**src/rtl/shared_reg_arb_pkg.sv**
```systemverilog
// Shared types for the single-owner shared register arbiter.
package shared_reg_arb_pkg;

  typedef enum logic {
    IDLE = 1'b0,
    OWN  = 1'b1
  } state_e;

  // Index width for a requester count; never narrower than one bit.
  function automatic int unsigned idx_w(input int unsigned n);
    return (n > 1) ? $clog2(n) : 1;
  endfunction

endpackage

```
**src/rtl/rr_pick.sv**
```systemverilog
// Round-robin picker: first requester at or after ptr, wrapping modulo NREQ.
module rr_pick #(
  parameter int unsigned NREQ = 4,
  parameter int unsigned IDXW = 2
) (
  input  logic [NREQ-1:0] req,
  input  logic [IDXW-1:0] ptr,
  output logic            valid_c,
  output logic [IDXW-1:0] idx_c
);

  localparam int unsigned SW = IDXW + 1;

  logic [2*NREQ-1:0] dbl;
  logic [2*NREQ-1:0] shifted;
  logic [NREQ-1:0]   rot;
  logic [IDXW-1:0]   first;
  logic [SW-1:0]     sum;

  // Rotate so ptr sits at bit 0, find the lowest set bit, then rotate back.
  always_comb begin
    dbl     = {req, req};
    shifted = dbl >> ptr;
    rot     = shifted[NREQ-1:0];
    first   = '0;
    for (int i = int'(NREQ) - 1; i >= 0; i--) begin
      if (rot[i]) first = IDXW'(i);
    end
    sum = SW'(ptr) + SW'(first);
    if (sum >= SW'(NREQ)) sum = sum - SW'(NREQ);
    idx_c   = sum[IDXW-1:0];
    valid_c = |req;
  end

endmodule

```
**src/rtl/shared_reg_arb.sv**
```systemverilog
// Sole owner of a shared register; clients win write access round-robin,
// optionally holding it for locked bursts of up to MAX_HOLD writes.
module shared_reg_arb
  import shared_reg_arb_pkg::*;
#(
  parameter  int unsigned NREQ     = 4,
  parameter  int unsigned WIDTH    = 8,
  parameter  int unsigned MAX_HOLD = 4,
  localparam int unsigned IDXW     = idx_w(NREQ)
) (
  input  logic                  clk,
  input  logic                  rst1,
  input  logic                  sync_clr,
  input  logic [NREQ-1:0]       req,
  input  logic [NREQ-1:0]       lock,
  input  logic [NREQ*WIDTH-1:0] wdata,
  output logic [NREQ-1:0]       gnt,
  output logic [WIDTH-1:0]      q,
  output logic [IDXW-1:0]       owner,
  output logic                  busy,
  output logic                  err_hold
);

  localparam int unsigned HW = $clog2(MAX_HOLD + 1);

  if (NREQ < 2) begin : g_bad_nreq
    $error("shared_reg_arb: NREQ must be >= 2");
  end
  if (MAX_HOLD < 2) begin : g_bad_hold
    $error("shared_reg_arb: MAX_HOLD must be >= 2");
  end

  state_e            state, state_nxt;
  logic [WIDTH-1:0]  q_nxt;
  logic [NREQ-1:0]   gnt_nxt;
  logic [IDXW-1:0]   owner_nxt;
  logic [IDXW-1:0]   ptr, ptr_nxt;
  logic [HW-1:0]     hold_cnt, hold_nxt;
  logic              err_nxt;
  logic              busy_nxt;
  logic              pick_valid;
  logic [IDXW-1:0]   pick_idx;
  logic [IDXW-1:0]   ptr_inc;
  logic [WIDTH-1:0]  own_data;
  logic [WIDTH-1:0]  pick_data;

  rr_pick #(
    .NREQ (NREQ),
    .IDXW (IDXW)
  ) u_pick (
    .req     (req),
    .ptr     (ptr),
    .valid_c (pick_valid),
    .idx_c   (pick_idx)
  );

  assign own_data  = wdata[int'(owner) * int'(WIDTH) +: WIDTH];
  assign pick_data = wdata[int'(pick_idx) * int'(WIDTH) +: WIDTH];
  assign ptr_inc   = (owner == IDXW'(NREQ - 1)) ? '0 : owner + IDXW'(1);

  always_ff @(posedge clk or negedge rst1) begin
    if (!rst1) begin
      state    <= IDLE;
      q        <= '0;
      gnt      <= '0;
      owner    <= '0;
      ptr      <= '0;
      hold_cnt <= '0;
      err_hold <= 1'b0;
      busy     <= 1'b0;
    end else begin
      state    <= state_nxt;
      q        <= q_nxt;
      gnt      <= gnt_nxt;
      owner    <= owner_nxt;
      ptr      <= ptr_nxt;
      hold_cnt <= hold_nxt;
      err_hold <= err_nxt;
      busy     <= busy_nxt;
    end
  end

  always_comb begin
    state_nxt = state;
    q_nxt     = q;
    gnt_nxt   = gnt;
    owner_nxt = owner;
    ptr_nxt   = ptr;
    hold_nxt  = hold_cnt;
    err_nxt   = 1'b0;

    case (state)
      IDLE: begin
        if (sync_clr) begin
          q_nxt   = '0;
          gnt_nxt = '0;
        end else if (pick_valid) begin
          q_nxt     = pick_data;
          gnt_nxt   = NREQ'(1) << pick_idx;
          owner_nxt = pick_idx;
          hold_nxt  = HW'(1);
          state_nxt = OWN;
        end else begin
          gnt_nxt = '0;
        end
      end
      OWN: begin
        // Every exit from OWN moves ptr past the released owner.
        if (sync_clr) begin
          q_nxt     = '0;
          gnt_nxt   = '0;
          ptr_nxt   = ptr_inc;
          state_nxt = IDLE;
        end else if (req[owner] && lock[owner] && (hold_cnt < HW'(MAX_HOLD))) begin
          q_nxt    = own_data;
          hold_nxt = hold_cnt + HW'(1);
        end else begin
          err_nxt   = req[owner] && lock[owner];
          gnt_nxt   = '0;
          ptr_nxt   = ptr_inc;
          state_nxt = IDLE;
        end
      end
      default: state_nxt = IDLE;
    endcase

    busy_nxt = (state_nxt == OWN);
  end

endmodule

```
**config.mk**
```make
export PLATFORM = sky130hd
export DESIGN_NAME = shared_reg_arb
export DESIGN_NICKNAME = d
export VERILOG_FILES = /design/src/rtl/shared_reg_arb_pkg.sv /design/src/rtl/rr_pick.sv /design/src/rtl/shared_reg_arb.sv
export SDC_FILE = /design/constraint.sdc
export NUM_CORES = 1
export LEC_CHECK = 0
export ABC_AREA = 1
export BUFFER_PORTS_ARGS = -buffer_cell sky130_fd_sc_hd__buf_2
export CORE_ASPECT_RATIO = 0.5
export CORE_MARGIN = 2
export CORE_UTILIZATION = 55
export DETAILED_ROUTE_END_ITERATION = 7
export GPL_ROUTABILITY_DRIVEN = 0
export GPL_TIMING_DRIVEN = 1
export PLACE_DENSITY = 0.85
export SLEW_MARGIN = 25
export SYNTH_ARGS = -nofsm -noshare
export SYNTH_HDL_FRONTEND = slang
export SYNTH_HIERARCHICAL = 1
export SYNTH_SLANG_ARGS = --single-unit
```
**constraint.sdc**
```tcl
create_clock -name clk -period 5.53 [get_ports clk]
set_input_delay 0.2765 -clock clk [delete_from_list [all_inputs] [get_ports clk]]
set_output_delay 0.2765 -clock clk [all_outputs]
set_load 0.005 [all_outputs]
```
## Word level (Yosys, flattened, before mapping)

Cells that the tools add are included.

| word-level totals | value |
|---|---|
| register bits after elaboration | 21 |
| logic and storage cells | 71 |

| operators by class | value |
|---|---|
| $add $sub $neg | 4 |
| eq/ne operators | 9 |
| bitwise logic cells | 2 |
| reductions and logical operators | 7 |
| muxes and demuxes | 35 |
| shift operators | 4 |
| $lt $le $gt $ge | 3 |

Operators by type and width:

| operator | count |
|---|---|
| 32-bit by 6-bit variable part select with 8-bit output | 2 |
| 8-bit two-way mux | 4 |
| 2-bit two-way mux | 8 |
| 4-bit two-way mux | 4 |
| 8-bit one-hot mux with 2 select lines | 1 |
| 3-bit two-way mux | 4 |
| 1-bit two-way mux | 9 |
| 2-bit inequality test (second input constant) | 4 |
| 4-bit one-hot mux with 2 select lines | 1 |
| 8-bit by 2-bit >> shifter with 4-bit output | 1 |
| 3-bit inequality test (second input constant) | 2 |
| 3-bit one-hot mux with 2 select lines | 1 |
| 1-bit binary-select mux with 2-bit select | 2 |
| 2-bit AND reduction | 2 |
| 4-bit AND reduction | 1 |
| 4-bit OR reduction | 1 |
| 1-bit by 2-bit << shifter with 4-bit output (first input constant) | 1 |
| 2-bit by 2-bit adder with 3-bit output | 1 |
| 3-bit by 1-bit adder with 3-bit output (second input constant) | 1 |
| 3-bit >= comparator (second input constant) | 1 |
| 2-bit by 3-bit less-than comparator with 1-bit output (second input constant) | 1 |
| 3-bit less-than comparator (second input constant) | 1 |
| 3-bit by 2-bit inequality test with 1-bit output (second input constant) | 1 |
| 3-bit AND reduction | 1 |
| other kinds (7) | 9 |

## Logic depth before layout (Yosys ltp)

Gate-level depths: netlist (run 1).

| logic depth | value |
|---|---|
| word-level depth | 12 |
| gate-level depth with buffers | 19 |

## Cells and area by module

The synthesis (run 1) kept the hierarchy.

By module, submodules not included:

| module | sequential area each (um^2) | cells an instance | instances | area each (um^2) |
|---|---|---|---|---|
| shared_reg_arb | 525.5 | 295 | 1 | 1766.7 |
| rr_pick | 0.0 | 35 | 1 | 167.7 |

## Worst setup path after synthesis (run 1)

Ideal clock, no wire load.

| timing path | value |
|---|---|
| path kind | register -> register |
| start point | reg ptr[0] |
| end point | reg q[0] |
| required time | 5.413 ns |
| arrival | 2.040 ns |
| setup time | 0.117 ns |
| clock period less this slack | 2.157 ns |
| stages on the path, launching flop included | 19 |
| slack | 3.373 ns |
| path through | dfrtp_1 > inv_2 > nand2_1 > nand3_1 > nand2_1 > nand3_1 > a21boi_1 > ha_1 > xor2_1 > nand2_1 > nand2_1 > buf_2 > clkinv_1 > nand2_1 > nand2_1 > nand2_1 > nand2_1 > nand3_1 > nand2_1 |

| between the ends | value |
|---|---|
| longest elaborated chain between the ends | 12 |

Ends and longest elaborated chain:

| element | line | source |
|---|---|---|
| start, declared | shared_reg_arb.sv:37 | `logic [IDXW-1:0] ptr, ptr_nxt;` |
| start signal, assigned | shared_reg_arb.sv:76 | `ptr <= ptr_nxt;` |
| 8-bit by 2-bit >> shifter with 4-bit output | rr_pick.sv:23 | `shifted = dbl >> ptr;` |
| 2-bit two-way mux (4 in series) | rr_pick.sv:27 | `if (rot[i]) first = IDXW'(i);` |
| 2-bit by 2-bit adder with 3-bit output (*) | rr_pick.sv:29 | `sum = SW'(ptr) + SW'(first);` |
| 3-bit >= comparator or 2-bit by 1-bit subtractor with 2-bit output (tied branches) | rr_pick.sv:30 | `if (sum >= SW'(NREQ)) sum = sum - SW'(NREQ);` |
| 2-bit two-way mux (*) | rr_pick.sv:30 |  |
| net pick_idx[1] | shared_reg_arb.sv:42 | `logic [IDXW-1:0] pick_idx;` |
| 32-bit by 6-bit variable part select with 8-bit output (*) | shared_reg_arb.sv:58 | `assign pick_data = wdata[int'(pick_idx) * int'(WIDTH) +: WIDTH];` |
| 8-bit two-way mux (*) | shared_reg_arb.sv:97 | `end else if (pick_valid) begin` |
| 8-bit two-way mux (*) | shared_reg_arb.sv:94 | `if (sync_clr) begin` |
| 8-bit one-hot mux with 2 select lines (*) | shared_reg_arb.sv:92 | `case (state)` |
| end signal, assigned | shared_reg_arb.sv:73 | `q <= q_nxt;` |
| end, declared | shared_reg_arb.sv:18 | `output logic [WIDTH-1:0] q,` |

Mark *: on every way through the listed nets, which the timed path passes. The rest lies on a longest branch. The select of a mux whose other input is x is not followed.
A chain may end at the register's enable or synchronous reset.

## Worst setup path in the final report (run 1)

| timing path | value |
|---|---|
| start point | reg ptr[0] |
| end point | reg q[7] |

The elaborated chain is that of the path after synthesis.

==> reports/results.ini, run 1 <==
[run_status]
status = finished, final reports clean

[sta]
hold_viol = 0
slew_headroom = 0.4894
skew_ps = 6.046
period_share = 0.4971
slew_viol_final = 0
clock.fmax_ghz = 0.3638
worst_pin_slew_ps = 765.9
hold_slack_ps = 433.2
rsz0062_at_grt = no
setup_viol_count_final = 0
finalCriticalPeriod_ps = 2749
fin_tns_setup_ps = 0

[worst_setup_path]
start_kind = flip-flop
worstRegToRegCells = 17
cp_cell_sequence = inv_2, nand2_1, nand3_1, nand2_1, nand3_1, a21boi_1, ha_1, xor2_1, nand2_1, nand2_1, clkinv_1, nand2_1, nand2_1, nand2_1, nand2_1, nand3_1, nand2_1
reg2reg_to = q[7]
cp_slowest_cell = dfrtp_1
worstSetupPathType = flip-flop to flip-flop
cp_common_cell = nand2_1
critPathArrivalTime_ps = 2900
path_max_fanout = 10
ff2ff_setup_slack_ps = 2780
crit_path_max_incr_delay_ps = 480
timing.rr.start = ptr[0]
endpoint_kind = flip-flop
crit_required_ps = 5680

[routing]
route.vias.total = 2265
drc = 0
dr.pass1.iters = 6
wl_microns = 5064
ant_nets = 0
drt_iter0_drc = 121
viasPerCell = 5.219
avgRoutedWirePerCell_microns = 11.67

[pwr]
p_per_area_nw_per_um2 = 562.5
p_int_w = 0.0005572
swShare = 0.5628
p_seq_frac = 0.221
total_power_w = 0.001275
clkPwrFrac = 0.082
netSwitchingPower_w = 0.0007173
vdd_ir_drop_max_uv = 274.5
cellLeakagePower_nw = 1.454
power.share.combinational = 0.697

[clock_network]
clk_latency_ps = 270
clkSlewWorstSetupHoldPaths_ps = 80
cts_buffers = 3
clock_sinks = 21
htreeDepth = 1
cts.path.max_buffers = 2
cts_tree = yes
clockRootBuffer = clkbuf_8

[die]
initial_core_util = 0.5694
die_x_microns = 87.87
core_sq_um = 3397
io_pins = 59
fp-row-count = 15
die_h_microns = 45.94
die_area_sq_um = 4036

[finish]
fin_nets = 430
final_cell_area_sq_um = 2266
drive_gt1_frac = 0.2193
diodes = 0
synthToLayoutAreaGrowth_pct = 17.14
utilization = 0.6670

[synthesis]
synth_nets = 376
syn_inst = 330
yosys_warnings = 6
synth_area_sq_um = 1934
syn_area_per_cell_sq_um = 5.862
synthDistinctLibCells = 24
synth_seq_cells = 21
synth_seq_area_share = 0.2717

[place]
hpwl_microns = 3833
portBuffers = 58
placed_cell_area_sq_um = 2210

[worst_hold_path]
hold_class = primary input to flip-flop
holdCritStartpoint = sync_clr
holdPathStages = 4
hold_end = err_hold

[global_route]
antenna_found_initial = 0
grt_usage = 0.2771
grt_pass1_vias = 2128
grt_overflow = 0
grt_start_max_net_pins = 24
grt_pass1_wl_microns = 8763

[flow_run]
max_cap_violations = 0

worst max-delay path: cells and delay by family, from the launching register on:
family | cells | cell delay (ps)
xor+xnor | 1 | 200
compound gates | 1 | 140
flops | 1 | 480
buf+inv | 2 | 430
fa+ha+maj | 1 | 170
simple gates | 12 | 1210
cells by family after synthesis:
group / after synthesis / share of synthesized area
simple gates: 244 / 0.5589
buf+inv: 56 / 0.1313
flops: 21 / 0.2717
compound gates: 5 / 0.01423
fa+ha+maj: 3 / 0.01941
xor+xnor: 1 / 0.004529
per-stage QoR:
stage	setup WS (ps)	std cells
5_1_grt	2553	434
3_3_place_gp	3043	429
6_report	2781	434
3_5_place_dp	2878	429
4_1_cts	2855	434
2_1_floorplan	3373	330
sequential cells by signal (all words and copies together), names as in the netlist:
register  count
state         1
owner         2
ptr           2
hold_cnt      3
err_hold      1
q             8
gnt           4
cell type report:
type / count / area (sq um)
Multi-Input combinational cell: 253 / 1155
Fill cell: 299 / 1131
Sequential cell: 21 / 525.5
Timing Repair Buffer: 59 / 300.3
Inverter: 46 / 175.2
Tap cell: 51 / 63.81
Clock buffer: 3 / 41.29
Clock inverter: 1 / 5.005
synth_stat cells:
library cell  count  area, sq um
or4_1             1        7.510
clkinv_1          1        3.750
nand2_2           4        25.02
nor3_1            1        5.000
a21boi_1          1        7.510
nand3_1          52        260.3
buf_6             3        33.78
nand2_4           2        22.52
o21ai_0           2        10.01
inv_2             8        30.03
nand3_2           2        20.02
buf_2             3        15.01
nor2_4            3        33.78
nand2_1         172        645.6
nor2_1            2        7.510
dfrtp_1          21        525.5
inv_4             1        6.260
buf_4             4        30.03
nand3_4           2        35.03
o21ai_1           2        10.01
inv_1            36        135.1
nand4_1           3        18.77
ha_1              3        37.54
xor2_1            1        8.760
layout by cell type (no fill, tap or decap), drive strengths merged:
cell type      n
o21ai          4
nor3           1
dfrtp         21
dlygate4sd3    1
ha             3
nor2           5
inv           45
or4            1
a21boi         1
clkbuf         3
nand3         56
clkinv         2
nand4          3
nand2        178
xor2           1
buf           58
per-layer routing:
| layer | track usage | vias to the layer above | share of wire |
|---|---|---|---|
| met5 | 0 | - | 0 |
| met4 | 0.06462 | 0 | 0.012 |
| met3 | 0.04529 | 11 | 0.073 |
| met2 | 0.5197 | 103 | 0.50 |
| met1 | 0.3410 | 1033 | 0.41 |
| li1 | - | 1118 | - |
power by group through the flow:
stage | registers [W] | logic [W] | clock network [W]
CTS | 0.000280 | 0.000877 | 0.000103
global placement | 0.000284 | 0.000839 | 0
global route | 0.000292 | 0.00102 | 0.000112
finish | 0.000282 | 0.000888 | 0.000104
floorplan | 0.000250 | 0.000735 | 0
detailed placement | 0.000283 | 0.000873 | 0
what timing repair did:
item | in CTS | in global routing
buffers inserted | 0 | 0
hold endpoints to repair | 21 | 0
hold buffers | 1 | 0
gates resized for setup | 0 | 0
worst max-delay path by stage:
stage	end	start	depth (start not counted)	slack, ps
final	q[7]	ptr[0]	17	2780
after global routing	q[7]	ptr[0]	17	2550
after CTS	q[7]	ptr[0]	17	2850
after detailed placement	q[7]	ptr[0]	17	2880
after global placement	q[1]	ptr[0]	17	3040
after floorplan	q[0]	ptr[0]	18	3370
Power figures use the tool's default switching activity.
==> inputs of run 2 (changes only) <==
--- a/config.mk
+++ b/config.mk
@@ -5,15 +5,15 @@
 export SDC_FILE = /design/constraint.sdc
 export NUM_CORES = 1
 export LEC_CHECK = 0
-export ABC_AREA = 1
+export ABC_AREA = 0
 export BUFFER_PORTS_ARGS = -buffer_cell sky130_fd_sc_hd__buf_2
 export CORE_ASPECT_RATIO = 0.5
 export CORE_MARGIN = 2
-export CORE_UTILIZATION = 55
+export CORE_UTILIZATION = 50
 export DETAILED_ROUTE_END_ITERATION = 7
 export GPL_ROUTABILITY_DRIVEN = 0
 export GPL_TIMING_DRIVEN = 1
-export PLACE_DENSITY = 0.85
+export PLACE_DENSITY = 0.8
 export SLEW_MARGIN = 25
 export SYNTH_ARGS = -nofsm -noshare
 export SYNTH_HDL_FRONTEND = slang
==> constraint.sdc (replaced) <==
create_clock -name clk -period 2.9 [get_ports clk]
set_input_delay 0.145 -clock clk [delete_from_list [all_inputs] [get_ports clk]]
set_output_delay 0.145 -clock clk [all_outputs]
set_load 0.005 [all_outputs]
==> run 2 against run 1 <==
Compared with the run above:
- power increased by 58%
- flip-flop and latch count did not move
- via count fell by 30%
- critical path type unchanged
- worst hold slack got worse by 130 ps
- non-clock buffer count increased by 5
==> reports/results.ini, run 2 <==
[finish]
largestRegisters = q (8), gnt (4), hold_cnt (3)
final_common_cell = buf_2
synthToLayoutAreaGrowth_pct = 23.88
regArea_sq_um = 525.5
fillCellCount = 257
multi_input_area_sq_um = 1101
drive_gt1_frac = 0.3203
final_cell_mix = 58 x buf_2, 42 x mux2i_1, 21 x dfrtp_1
utilization = 0.6699
diodes = 0
regMostFlops = q
fin_nets = 278
largest_register_ffs = 8

[worst_setup_path]
worstSetupPathType = flip-flop to flip-flop
critPathArrivalTime_ps = 2770
crit_path_max_incr_delay_ps = 510
cp_common_cell = mux2i_1
cp_cell_sequence = nand2_1, nor2_1, o21ai_0, o211ai_1, ha_1, xor2_1, xnor2_4, buf_12, mux2i_1, o22ai_1, o21bai_1, mux2i_1
cp_slowest_cell = dfrtp_1
start_kind = flip-flop
crit_required_ps = 3030
endpoint_kind = flip-flop
ff2ff_setup_slack_ps = 270
path_max_fanout = 17

[synthesis]
yosysTopAreaCellShare = 0.3134
synth.most_common_cell = mux2i_1
ys.flop_type = dfrtp_1
synth_area_sq_um = 1677
yosys_warnings = 6
synth_edf_count = 0
syn_inst = 175
syn_area_per_cell_sq_um = 9.581
synthDistinctLibCells = 38
synth_nets = 221
synth.largest_area_cell = dfrtp_1
async_flop_share = 1.000
synthTopCellsByCount = 42 x mux2i_1, 21 x dfrtp_1, 16 x o22ai_1, 15 x nand2_1, 14 x nand2b_1
synth_seq_cells = 21
synth_seq_area_share = 0.3134
synthTopCellsByArea = dfrtp_1 31%, mux2i_1 25%, o22ai_1 6.0%

[sta]
skew_ps = 1.213
hold_viol = 0
worst_pin_slew_ps = 702.0
clock.fmax_ghz = 0.3797
slew_headroom = 0.5292
slew_viol_final = 0
hold_slack_ps = 298.2
rsz0062_at_grt = no
period_share = 0.9083
finalCriticalPeriod_ps = 2634
setup_viol_count_final = 0

[clock_network]
cts.path.max_buffers = 2
cts_tree = yes
post_cts_resized = 0
htreeDepth = 1
cts_buffers = 3
clock_sinks = 21
clk_latency_ps = 260
clkSlewWorstSetupHoldPaths_ps = 70
clockRootBuffer = clkbuf_8

[place]
hpwl_microns = 3022
portBuffers = 58

[worst_hold_path]
hold_class = primary input to flip-flop

[pwr]
p_per_area_nw_per_um2 = 968.2
vdd_ir_drop_max_uv = 391.7
cellLeakagePower_nw = 1.030

[run_status]
status = finished, final reports clean

[global_route]
grt.busiest_layer = met2
grt_usage = 0.2222
grt_pass1_vias = 1537
antenna_found_initial = 0
met2_usage = 0.4093
grt_start_max_net_pins = 25
grt_use_met1 = 0.2743
grt_pass1_wl_microns = 6720
grtUsageMet3 = 0.04022
grt_overflow = 0

[die]
die_area_sq_um = 3860
initial_core_util = 0.5408
die_x_microns = 85.89
fp-row-count = 14
core_sq_um = 3100
die_h_microns = 44.95
io_pins = 59

[routing]
wl_microns = 4021
viasPerCell = 5.827
drt_iter0_drc = 62
avgRoutedWirePerCell_microns = 14.84
drc = 0
route.vias.total = 1579
ant_nets = 0
dr.pass1.iters = 4

[flow_run]
max_cap_violations = 0

run 2: cell types whose count changed after synthesis, moves of 4 or more:
cell / previous run / this run
clkbuf_1: 0 / 6
inv_1: 36 / 1
inv_2: 8 / 0
mux2i_1: 0 / 42
nand2_1: 172 / 15
nand2_2: 4 / 0
nand2b_1: 0 / 14
nand3_1: 52 / 0
nor2_1: 2 / 7
o21bai_1: 0 / 8
o22ai_1: 0 / 16
run 2: what timing repair did:
action,4_1_cts,5_1_grt
buffers inserted,0,1
hold endpoints to repair,21,0
endpoints found under the setup margin,0,8
hold buffers,1,0
run 2: logic make-up after synthesis:
group,Yosys count,synth area share
simple gates,50,0.1590
mux,44,0.2709
compound gates,42,0.1828
flops,21,0.3134
buf+inv,13,0.04104
fa+ha+maj,3,0.02239
xor+xnor,2,0.01045
run 2: layer usage:
metal / share of wire / routed length, microns
met4: 0.011 / 46
met1: 0.45 / 1820
met5: 0 / 0
met3: 0.037 / 147
met2: 0.50 / 2007
run 2: final cells by class:
class                      instances  area share
inverter                           1    0.001807
timing repair buffer              64      0.1687
clock inverter                     1    0.002410
multi-input combinational        141      0.5301
sequential                        21      0.2530
tap                               40     0.02410
clock buffer                       3     0.01988
run 2: worst paths after layout:
kind / end / cells after the start / from
max: q[2] / 12 / ptr[0]
min: state / 2 / sync_clr
max reg2reg: q[2] / 12 / ptr[0]
min reg2reg: gnt[0] / 1 / gnt[0]
max in group asynchronous: q[1] / 2 / rst1
min in group asynchronous: hold_cnt[2] / 2 / rst1
run 2: worst max-delay path, delay by kind of cell (launching register included):
kind,cells,cell delay [ps]
flip-flops,1,510
buffers and inverters,1,190
AO/OA/AOI/OAI,4,500
XOR/XNOR,2,510
multiplexers,2,300
adder cells (fa/ha/maj),1,190
AND/OR/NAND/NOR,2,290
run 2: through the flow:
stage	setup slack (ps)	area [sq um]	total power (W)	TNS (ps)	std cells
2_1_floorplan	386.9	1677	0.001405	0	175
3_3_place_gp	-51.80	1989	0.001687	-70.48	265
3_5_place_dp	126.7	2001	0.001740	0	265
4_1_cts	102.1	2057	0.001935	0	270
5_1_grt	59.16	2077	0.002155	0	271
6_report	266.0	2077	0.002011	0	271
run 2: power by group:
part	internal [W]	total [W]	switching, W
logic	0.000658	0.00130	0.000646
clock network	0.0000960	0.000194	0.0000978
registers	0.000407	0.000513	0.000107
total	0.00116	0.00201	0.000850
